$ cat config.mk
export PLATFORM = sky130hd
export DESIGN_NAME = pwm_peripheral
export DESIGN_NICKNAME = d
export VERILOG_FILES = /design/src/rtl/pwm_pkg.sv /design/src/rtl/pwm_timebase.sv /design/src/rtl/pwm_peripheral.sv
export SDC_FILE = /design/constraint.sdc
export NUM_CORES = 1
export LEC_CHECK = 0
export CORE_MARGIN = 2
export CORE_UTILIZATION = 45
export DETAILED_ROUTE_END_ITERATION = 7
export PLACE_DENSITY = 0.82
export RECOVER_POWER = 100
export SYNTH_ARGS = -nofsm -noshare
export SYNTH_HDL_FRONTEND = slang
export SYNTH_SLANG_ARGS = --single-unit
export TNS_END_PERCENT = 100
$ cat constraint.sdc
create_clock -name clk -period 5.4 [get_ports clk]
set_clock_uncertainty 0.05 [all_clocks]
set_input_delay 1.08 -clock clk [delete_from_list [all_inputs] [get_ports clk]]
set_output_delay 1.08 -clock clk [all_outputs]
set_load 0.05 [all_outputs]
$ cat src/rtl/pwm_pkg.sv
// Shared constants and types for the 16-channel PWM output stage.
package pwm_pkg;
  localparam int CH_N = 16;
  localparam int DUTY_W = 8;
  localparam logic [DUTY_W-1:0] DUTY_FULL = 8'hFF;

  typedef logic [CH_N-1:0] ch_vec_t;
endpackage

$ cat src/rtl/pwm_timebase.sv
// Prescaler plus 8-bit period counter; one PWM period is 256 ticks of DIV clks each.
module pwm_timebase #(
  parameter int DIV = 13
) (
  input  logic       clk,
  input  logic       rst_n,
  output logic       tick,
  output logic [7:0] cnt,
  output logic       wrap
);
  localparam int PRE_W = (DIV > 1) ? $clog2(DIV) : 1;
  localparam logic [PRE_W-1:0] PRE_MAX = PRE_W'(DIV - 1);

  logic [PRE_W-1:0] pre;

  // With DIV=1 pre never leaves 0, so tick stays high every cycle.
  assign tick = (pre == PRE_MAX);
  assign wrap = tick && (cnt == 8'hFF);

  always_ff @(posedge clk or negedge rst_n) begin
    if (!rst_n) begin
      pre <= '0;
      cnt <= '0;
    end else if (tick) begin
      pre <= '0;
      cnt <= cnt + 8'd1;
    end else begin
      pre <= pre + PRE_W'(1);
    end
  end
endmodule

$ cat src/rtl/pwm_peripheral.sv
// Sixteen-channel PWM output stage: duty compare, per-channel gating, registered pins.
// Optional PWM_DUTY_SHADOW_EN: duty is latched only at period start for glitch-free periods.
module pwm_peripheral
  import pwm_pkg::*;
#(
  parameter int DIV = 13
) (
  input  logic        clk,
  input  logic        rst_n,
  input  logic [7:0]  en_reg_out_7_0,
  input  logic [7:0]  en_reg_out_15_8,
  input  logic [7:0]  en_reg_pwm_7_0,
  input  logic [7:0]  en_reg_pwm_15_8,
  input  logic [7:0]  pwm_duty_cycle,
  output logic [15:0] out,
  output logic        period_start
);
  logic              tick_unused;
  logic [7:0]        cnt;
  logic              wrap;
  logic [DUTY_W-1:0] duty_act;
  logic              pwm_raw;
  ch_vec_t           en_out;
  ch_vec_t           en_pwm;
  ch_vec_t           next_out;

  pwm_timebase #(.DIV(DIV)) u_timebase (
    .clk   (clk),
    .rst_n (rst_n),
    .tick  (tick_unused),
    .cnt   (cnt),
    .wrap  (wrap)
  );

  assign en_out = {en_reg_out_15_8, en_reg_out_7_0};
  assign en_pwm = {en_reg_pwm_15_8, en_reg_pwm_7_0};

`ifdef PWM_DUTY_SHADOW_EN
  always_ff @(posedge clk or negedge rst_n) begin
    if (!rst_n) begin
      duty_act <= '0;
    end else if (wrap) begin
      duty_act <= pwm_duty_cycle;
    end
  end
`else
  assign duty_act = pwm_duty_cycle;
`endif

  // Full-scale duty must hold high through cnt=255, which a plain compare cannot reach.
  assign pwm_raw = (duty_act == DUTY_FULL) || (cnt < duty_act);

  always_comb begin
    next_out = '0;
    for (int i = 0; i < CH_N; i++) begin
      next_out[i] = en_out[i] & (~en_pwm[i] | pwm_raw);
    end
  end

  always_ff @(posedge clk or negedge rst_n) begin
    if (!rst_n) begin
      out          <= '0;
      period_start <= 1'b0;
    end else begin
      out          <= next_out;
      period_start <= wrap;
    end
  end
endmodule

Word-level counts from Yosys, hierarchy flattened
Index checks and enable logic that the tools add are counted.
{"block": "word_totals", "mem_bits_ro": 0, "reg_bits": 29, "mem_count": 0, "wordCells": 61, "latchBits": 0, "ramBits": 0}
{"block": "classes", "n_eq_ne": 3, "magnitude_cmp": 1, "n_reduce_logical": 2, "n_addsub": 2, "div": 0, "mux": 1, "multipliers": 0, "bitwise": 48, "shift": 0}
{"operator": "AND 1 bit", "n": 16}
{"operator": "equality test 8 bit, second input constant", "n": 2}
{"operator": "inverter 1 bit", "n": 16}
{"operator": "OR 1 bit", "n": 16}
{"operator": "adder 8 x 1 -> 8 bit, second input constant", "n": 1}
{"operator": "< comparator 8 bit", "n": 1}
{"operator": "adder 4 x 1 -> 4 bit, second input constant", "n": 1}
{"operator": "equality test 4 bit, second input constant", "n": 1}
{"operator": "2-to-1 mux 4 bit", "n": 1}
{"operator": "logical AND 1 bit", "n": 1}
{"operator": "logical OR 1 bit", "n": 1}

Depth between registers and ports, before layout
Gate-level depths: netlist (run 1).
{"block": "depth", "ltp_word": 4, "depth_mapped": 7}

By module
From an unflattened synthesis (run 1), not the netlist that was laid out.
{"block": "hier_totals", "cells_unflattened": 109, "area_unflattened_um2": 1375.1}
{"mod": "pwm_peripheral", "area_each_um2": 840.8, "instances": 1, "seq_area_each_um2": 425.4, "cells_per_inst": 61}
{"mod": "pwm_timebase", "area_each_um2": 534.3, "instances": 1, "seq_area_each_um2": 300.3, "cells_per_inst": 48}

Worst setup path after synthesis (run 1)
No wires, ideal clock.
{"block": "synth_path", "path_type": "in2reg", "start": "input pwm_duty_cycle[6]", "end": "register out[10]", "t_arrival_ns": 2.263, "path_stages": 7, "path_slack_ns": 2.965, "setup_time_ns": 0.122, "path_buffers": 1, "cell_sequence": "inv_1 -> ha_1 -> and4_1 -> o21ai_1 -> o32ai_4 -> buf_6 -> a21boi_2"}
{"block": "synth_via", "elab_chain_len": 4, "elab_cells_between_ends": 5}
{"element": "start, declared", "line_no": "pwm_peripheral.sv:14", "rtl": "input logic [7:0] pwm_duty_cycle,"}
{"element": "< comparator 8 bit or equality test 8 bit (tied branches)", "line_no": "pwm_peripheral.sv:51", "rtl": "assign pwm_raw = (duty_act == DUTY_FULL) || (cnt < duty_act);"}
{"element": "logical OR 1 bit (*)", "line_no": "pwm_peripheral.sv:51"}
{"element": "OR 1 bit (*)", "line_no": "pwm_peripheral.sv:56", "rtl": "next_out[i] = en_out[i] & (~en_pwm[i] | pwm_raw);"}
{"element": "AND 1 bit (*)", "line_no": "pwm_peripheral.sv:56"}
{"element": "via next_out[10]", "line_no": "pwm_peripheral.sv:25", "rtl": "ch_vec_t next_out;"}
{"element": "end signal, assigned", "line_no": "pwm_peripheral.sv:65", "rtl": "out <= next_out;"}
{"element": "end, declared", "line_no": "pwm_peripheral.sv:15", "rtl": "output logic [15:0] out,"}
The timed path passes the listed nets; every way through them passes the cells marked *.
A chain may end at the register's enable or synchronous reset.

Worst setup path after layout (run 1)
{"block": "layout_path", "start": "input pwm_duty_cycle[6]", "end": "register out[3]"}
The elaborated chain is that of the path after synthesis.

==> impl_metrics.json, run 1 <==
{
  "endpoint_kind": "flip-flop",
  "cts_buffers": 5,
  "die_w_um": 59.10,
  "wl_um": 2719,
  "drt_pass1_iterations": 4,
  "ys_warn_count": 0,
  "cp_top_family": "compound AO/OA/AOI/OAI gates",
  "dr.first_iter.drc_count": 21,
  "gp_congestion": 0.7298,
  "grt_antenna_before_repair": 0,
  "maxSlewViolCount": 0,
  "dp_hpwl_um": 2184,
  "fmax_ghz": 0.3373,
  "overflow": 0,
  "fin_crit_sh": 0.5491,
  "cts_hold_buf": 0,
  "arrival_ns": 3.08,
  "p_sw_w": 0.0001130,
  "post_cts_buffers": 0,
  "cp_slowest_cell": "o32ai_4",
  "start_util": 0.4830,
  "critPathBufInv": 2,
  "avgSynthCellArea_um2": 12.77,
  "die_h_um": 59.10,
  "cts.sinks": 29,
  "path_cells": "dlygate4sd3_1 -> inv_1 -> ha_1 -> and4_1 -> o21ai_0 -> o32ai_4 -> a21boi_0",
  "power-per-cell-area_mw_per_mm2": 224.1,
  "grt_pass1_wl_um": 4629,
  "antenna_cells": 0,
  "final_area_mm2": 0.002013,
  "leakage_nw": 0.8938,
  "ant_nets": 0,
  "internal_power_w": 0.0003381,
  "fp-row-count": 19,
  "hold_viol_final": 0,
  "syn_inst": 107,
  "ios": 59,
  "multi_input_area_um2": 553.0,
  "max_cap_violations": 0,
  "ys_seq_area_frac": 0.5311,
  "final-setup-viol-count": 0,
  "port_buffers": 58,
  "fillers": 223,
  "p_seq_frac": 0.497,
  "synth_commonest_cells": "dfrtp_1, inv_1, a21boi_2, ha_1",
  "r2r_slack_ns": 3.35,
  "cts_repair_resize_count": 0,
  "drive_gt1_frac": 0.08140,
  "rsz0062_at_grt": "false",
  "outcome": "complete, no violations",
  "syn_nets": 159,
  "dieArea_mm2": 0.003493,
  "avgRoutedWirePerCell_um": 13.39,
  "avgViaCountPerCell": 4.995,
  "synthTopCellsByArea": "dfrtp_1, ha_1, a21boi_2, xnor2_1, a21boi_0",
  "insertion_delay_ns": 0.32,
  "crit_type": "input port to flip-flop",
  "hold_class": "flip-flop to flip-flop",
  "cts_root_buf": "clkbuf_4",
  "path_clk_slew_ns": 0.09,
  "comb_power_share": 0.176,
  "path_max_fanout": 16,
  "core_area_mm2": 0.002829,
  "fin_nets": 223,
  "max-slew-margin-rel": 0.009564,
  "critPathMaxStageDelay_ns": 0.58,
  "p_clk_frac": 0.326,
  "syn2layout_area_growth_pct": 47.34,
  "synth_flop_cell": "dfrtp_1",
  "num_vias": 1014,
  "tightest_slew_ns": 1.486,
  "ff_latch_area_um2": 725.7,
  "netlist_area_mm2": 0.001366,
  "grt_pass1_vias": 1079,
  "synth.distinct_cells": 27,
  "start_kind": "input port",
  "final.setup.tns_ns": 0,
  "synth_edf_count": 0,
  "grt_usage": 0.1855,
  "synth_most_common_cell": "dfrtp_1",
  "placed_area_mm2": 0.001977,
  "yosysTopAreaCellShare": 0.5311,
  "drc": 0,
  "cts_tree": "yes",
  "peakVddDrop_v": 0.0001922,
  "cts_max_level": 2,
  "ys_seq_elements": 29,
  "async_reset_ff_frac": 1.000,
  "fin_crit_ns": 2.965,
  "critPathRequiredTime_ns": 5.52,
  "switching_share": 0.2505,
  "grt_max_degree": 30,
  "clockBufferDepth": 2,
  "synth_top_area_cell": "dfrtp_1"
}
[final cells by class]
cell class | count | share of cell area
Timing Repair Buffer | 59 | 0.2902
Clock inverter | 1 | 0.002486
Inverter | 11 | 0.02051
Clock buffer | 7 | 0.03232
Sequential cell | 29 | 0.3605
Tap cell | 31 | 0.01927
Multi-Input combinational cell | 65 | 0.2747
[path summary, 6_finish.rpt]
path,startpoint,end,cells after the start
min in group asynchronous,rst_n,out[7]$_DFF_PN0_,2
max in group asynchronous,rst_n,out[15]$_DFF_PN0_,2
max,pwm_duty_cycle[6],out[3]$_DFF_PN0_,7
max reg2reg,u_timebase.cnt[6]$_DFFE_PN0P_,out[3]$_DFF_PN0_,5
min,u_timebase.pre[3]$_DFF_PN0_,u_timebase.pre[3]$_DFF_PN0_,1
min reg2reg,u_timebase.pre[3]$_DFF_PN0_,u_timebase.pre[3]$_DFF_PN0_,1
[stage by stage]
stage          power [W]  utilization  hold slack, ns  cells  worst slack (ns)
4_1_cts        0.0004633       0.7236          0.4262    203             2.354
5_1_grt        0.0004749       0.7116          0.4530    203             2.257
3_3_place_gp   0.0003131       0.6988          0.3967    195             2.105
6_report       0.0004511       0.7116          0.4260    203             2.435
3_5_place_dp   0.0003146       0.6988          0.4155    195             2.000
2_1_floorplan  0.0002638            -          0.3858    107             2.965
[power groups by stage]
stage / Combinational (W) / Clock [W] / Sequential, W
floorplan: 0.0000118 / 0 / 0.000252
detailed placement: 0.0000855 / 0 / 0.000229
CTS: 0.0000860 / 0.000153 / 0.000225
global route: 0.0000850 / 0.000165 / 0.000225
finish: 0.0000796 / 0.000147 / 0.000224
global placement: 0.0000843 / 0 / 0.000229
[logic make-up after synthesis]
| group | after synthesis | share of synthesized area |
|---|---|---|
| compound gates | 26 | 0.1951 |
| xor+xnor | 8 | 0.05128 |
| fa+ha+maj | 10 | 0.09158 |
| buf+inv | 13 | 0.04212 |
| flops | 29 | 0.5311 |
| mux | 1 | 0.008241 |
| simple gates | 20 | 0.08057 |
[sequential cells by signal, indices dropped and copies added (netlist names)]
register and flops:
u_timebase.pre 4, u_timebase.cnt 8, out 16, period_start 1
[cells in the final DEF, fill, tap and decap left out]
cell	netlist	layout
inv_1	11	11
o32ai_4	1	1
clkdlybuf4s50_1	0	39
a21boi_0	6	14
clkinv_2	0	1
o21ai_0	1	2
nor2_1	6	6
a21boi_2	10	2
o21a_1	1	1
and3_1	2	2
and4_1	1	1
clkbuf_1	0	1
clkbuf_8	0	2
a41o_1	1	1
a21oi_1	2	2
a21o_1	1	1
clkbuf_4	0	5
o41ai_1	1	1
dfrtp_1	29	29
ha_1	10	10
a2111oi_4	1	1
dlygate4sd3_1	0	19
nor3_1	1	1
nand4_1	5	5
xnor2_1	6	6
mux2_2	1	1
nand2_1	3	3
nand3_1	1	1
nand2b_4	1	1
xor2_1	2	2
[per-layer routing]
layer / share of wire / track usage
met5: 0 / 0
met2: 0.46 / 0.2889
met3: 0.15 / 0.1245
met1: 0.38 / 0.2009
met4: 0.015 / 0.06818
No activity file was read; power rests on OpenSTA's default activity.
==> inputs of run 2 (changes only) <==
CORE_UTILIZATION = 37   (was 45)
PLACE_DENSITY = 0.71   (was 0.82)
clock period = 2.6 ns   (was 5.4 ns; I/O delays follow)
==> run 2 against run 1 <==
Combinational power up 110%. Clock-buffer cell count stayed put. Flip-flop and latch count unchanged. Non-clock buffer count up 1. Core utilization decreased by 13 points. Worst setup slack got worse by 2.1 ns. Cell count up 8.9%. Design area increased by 3.8%. Sequential share of layout area shrank 1.3 points. Wire length grew 6.4%. Via count up 2.8%. Sequential power up 110%. Critical path type unchanged. Largest cell class unchanged. Largest power group is now clock. Highest routed layer unchanged.
==> impl_metrics.json, run 2 (synthesis gave the netlist of run 1 again) <==
{
  "post_cts_buffers": 0,
  "max-slew-margin-rel": 0.007699,
  "cts_tree": "yes",
  "grtUsageMet3": 0.06771,
  "die_w_um": 64.77,
  "cp_top_family": "buffers and inverters",
  "crit_type": "input port to flip-flop",
  "final-setup-viol-count": 0,
  "peakVddDrop_v": 0.0004199,
  "fp-row-count": 22,
  "avgRoutedWirePerCell_um": 13.09,
  "cp-startpoint": "pwm_duty_cycle[7]",
  "met1_usage": 0.1633,
  "grt_pass1_vias": 1077,
  "grt_max_degree": 30,
  "fin_nets": 224,
  "holdCritStartpoint": "u_timebase.pre[3]$_DFF_PN0_",
  "fin_crit_sh": 0.8804,
  "grt_antenna_before_repair": 0,
  "placed_area_mm2": 0.002018,
  "cts_buffers": 5,
  "reg.largest.list": "out: 16 flops, u_timebase.cnt: 8 flops, u_timebase.pre: 4 flops",
  "grt-busiest-layer": "met2",
  "gp_congestion": 0.7301,
  "syn2layout_area_growth_pct": 52.93,
  "maxSlewViolCount": 0,
  "final_area_mm2": 0.002090,
  "tightest_slew_ns": 1.488,
  "path_max_fanout": 16,
  "wl_um": 2893,
  "fmax_ghz": 0.4369,
  "grt_usage": 0.1548,
  "largest_reg_flops": 16,
  "port_buffers": 58,
  "grt_pass1_wl_um": 4740,
  "hold_class": "flip-flop to flip-flop",
  "critPathBufInv": 3,
  "hold_viol_final": 0,
  "fin_crit_ns": 2.289,
  "die_h_um": 64.77,
  "critPathMaxStageDelay_ns": 0.55,
  "max_flop_register": "out",
  "r2r-start": "u_timebase.cnt[6]$_DFFE_PN0P_",
  "ios": 59,
  "avgViaCountPerCell": 4.715,
  "use_met2": 0.2526,
  "final.setup.tns_ns": 0,
  "overflow": 0,
  "power-per-cell-area_mw_per_mm2": 530.3,
  "core_area_mm2": 0.003606,
  "cts_root_buf": "clkbuf_8",
  "drc": 0,
  "dp_hpwl_um": 2337,
  "drive_gt1_frac": 0.08671,
  "antenna_cells": 0,
  "cts_hold_buf": 0,
  "dieArea_mm2": 0.004195,
  "num_vias": 1042,
  "rsz0062_at_grt": "false",
  "cts.sinks": 29,
  "ant_nets": 0,
  "insertion_delay_ns": 0.28,
  "path_clk_slew_ns": 0.06,
  "leakage_nw": 0.9189,
  "cp_slowest_cell": "dlygate4sd3_1",
  "endpoint_kind": "flip-flop",
  "final_cell_mix": "clkdlybuf4s50_1, dfrtp_1, dlygate4sd3_1",
  "fillers": 327,
  "drt_pass1_iterations": 4,
  "dr.first_iter.drc_count": 10,
  "critPathRequiredTime_ns": 2.70,
  "outcome": "complete, no violations",
  "path_cells": "dlygate4sd3_1 -> inv_1 -> ha_1 -> and4_1 -> o21ai_1 -> o32ai_1 -> buf_12 -> a21boi_0",
  "cts_repair_resize_count": 0,
  "start_kind": "input port",
  "arrival_ns": 2.39,
  "clockBufferDepth": 2,
  "max_cap_violations": 0,
  "final_common_cell": "clkdlybuf4s50_1",
  "cts_max_level": 2,
  "start_util": 0.3789
}
[run 2: final cells by class]
class	instances	area [um^2]	area share
Timing Repair Buffer	60	604.3	0.2892
Clock inverter	1	30.03	0.01437
Inverter	11	41.29	0.01976
Clock buffer	7	86.33	0.04132
Sequential cell	29	725.7	0.3473
Tap cell	48	60.06	0.02874
Multi-Input combinational cell	65	541.8	0.2593
[run 2: metal layers]
metal	up-vias	part of all wire
met3	5	0.10
li1	501	-
met1	485	0.38
met4	0	0.021
met5	-	0
met2	51	0.49
[run 2: path summary, 6_finish.rpt]
path	to	slack (ns)	depth (start not counted)
setup reg to reg	out[8]$_DFF_PN0_	0.68	6
min in group asynchronous	out[5]$_DFF_PN0_	1.00	2
hold reg to reg	u_timebase.pre[3]$_DFF_PN0_	0.42	1
max in group asynchronous	u_timebase.cnt[1]$_DFFE_PN0P_	0.62	2
hold / removal	u_timebase.pre[3]$_DFF_PN0_	0.42	1
setup / recovery	out[8]$_DFF_PN0_	0.31	8
[run 2: per-stage QoR]
step	power [W]	util	hold slack, ns	setup WS, ns	cells
floorplan	0.0005479	-	0.1744	0.7246	107
global placement	0.0006516	0.5597	0.3963	0.2346	213
detailed placement	0.0006552	0.5597	0.4122	0.1256	213
CTS	0.001132	0.5920	0.4195	0.4125	221
global route	0.001152	0.5795	0.4560	0.1833	221
finish	0.001108	0.5795	0.4153	0.3110	221
[run 2: where the power goes]
group | switching, W | internal (W)
Sequential | 0.00000318 | 0.000464
Combinational | 0.0000825 | 0.0000837
Clock | 0.000162 | 0.000312
==> inputs of run 3 (changes only) <==
CTS_CLUSTER_DIAMETER = 50   (was default)
==> results of run 3 <==
No change in the layout: final DEF, timing and power equal those of run 2.
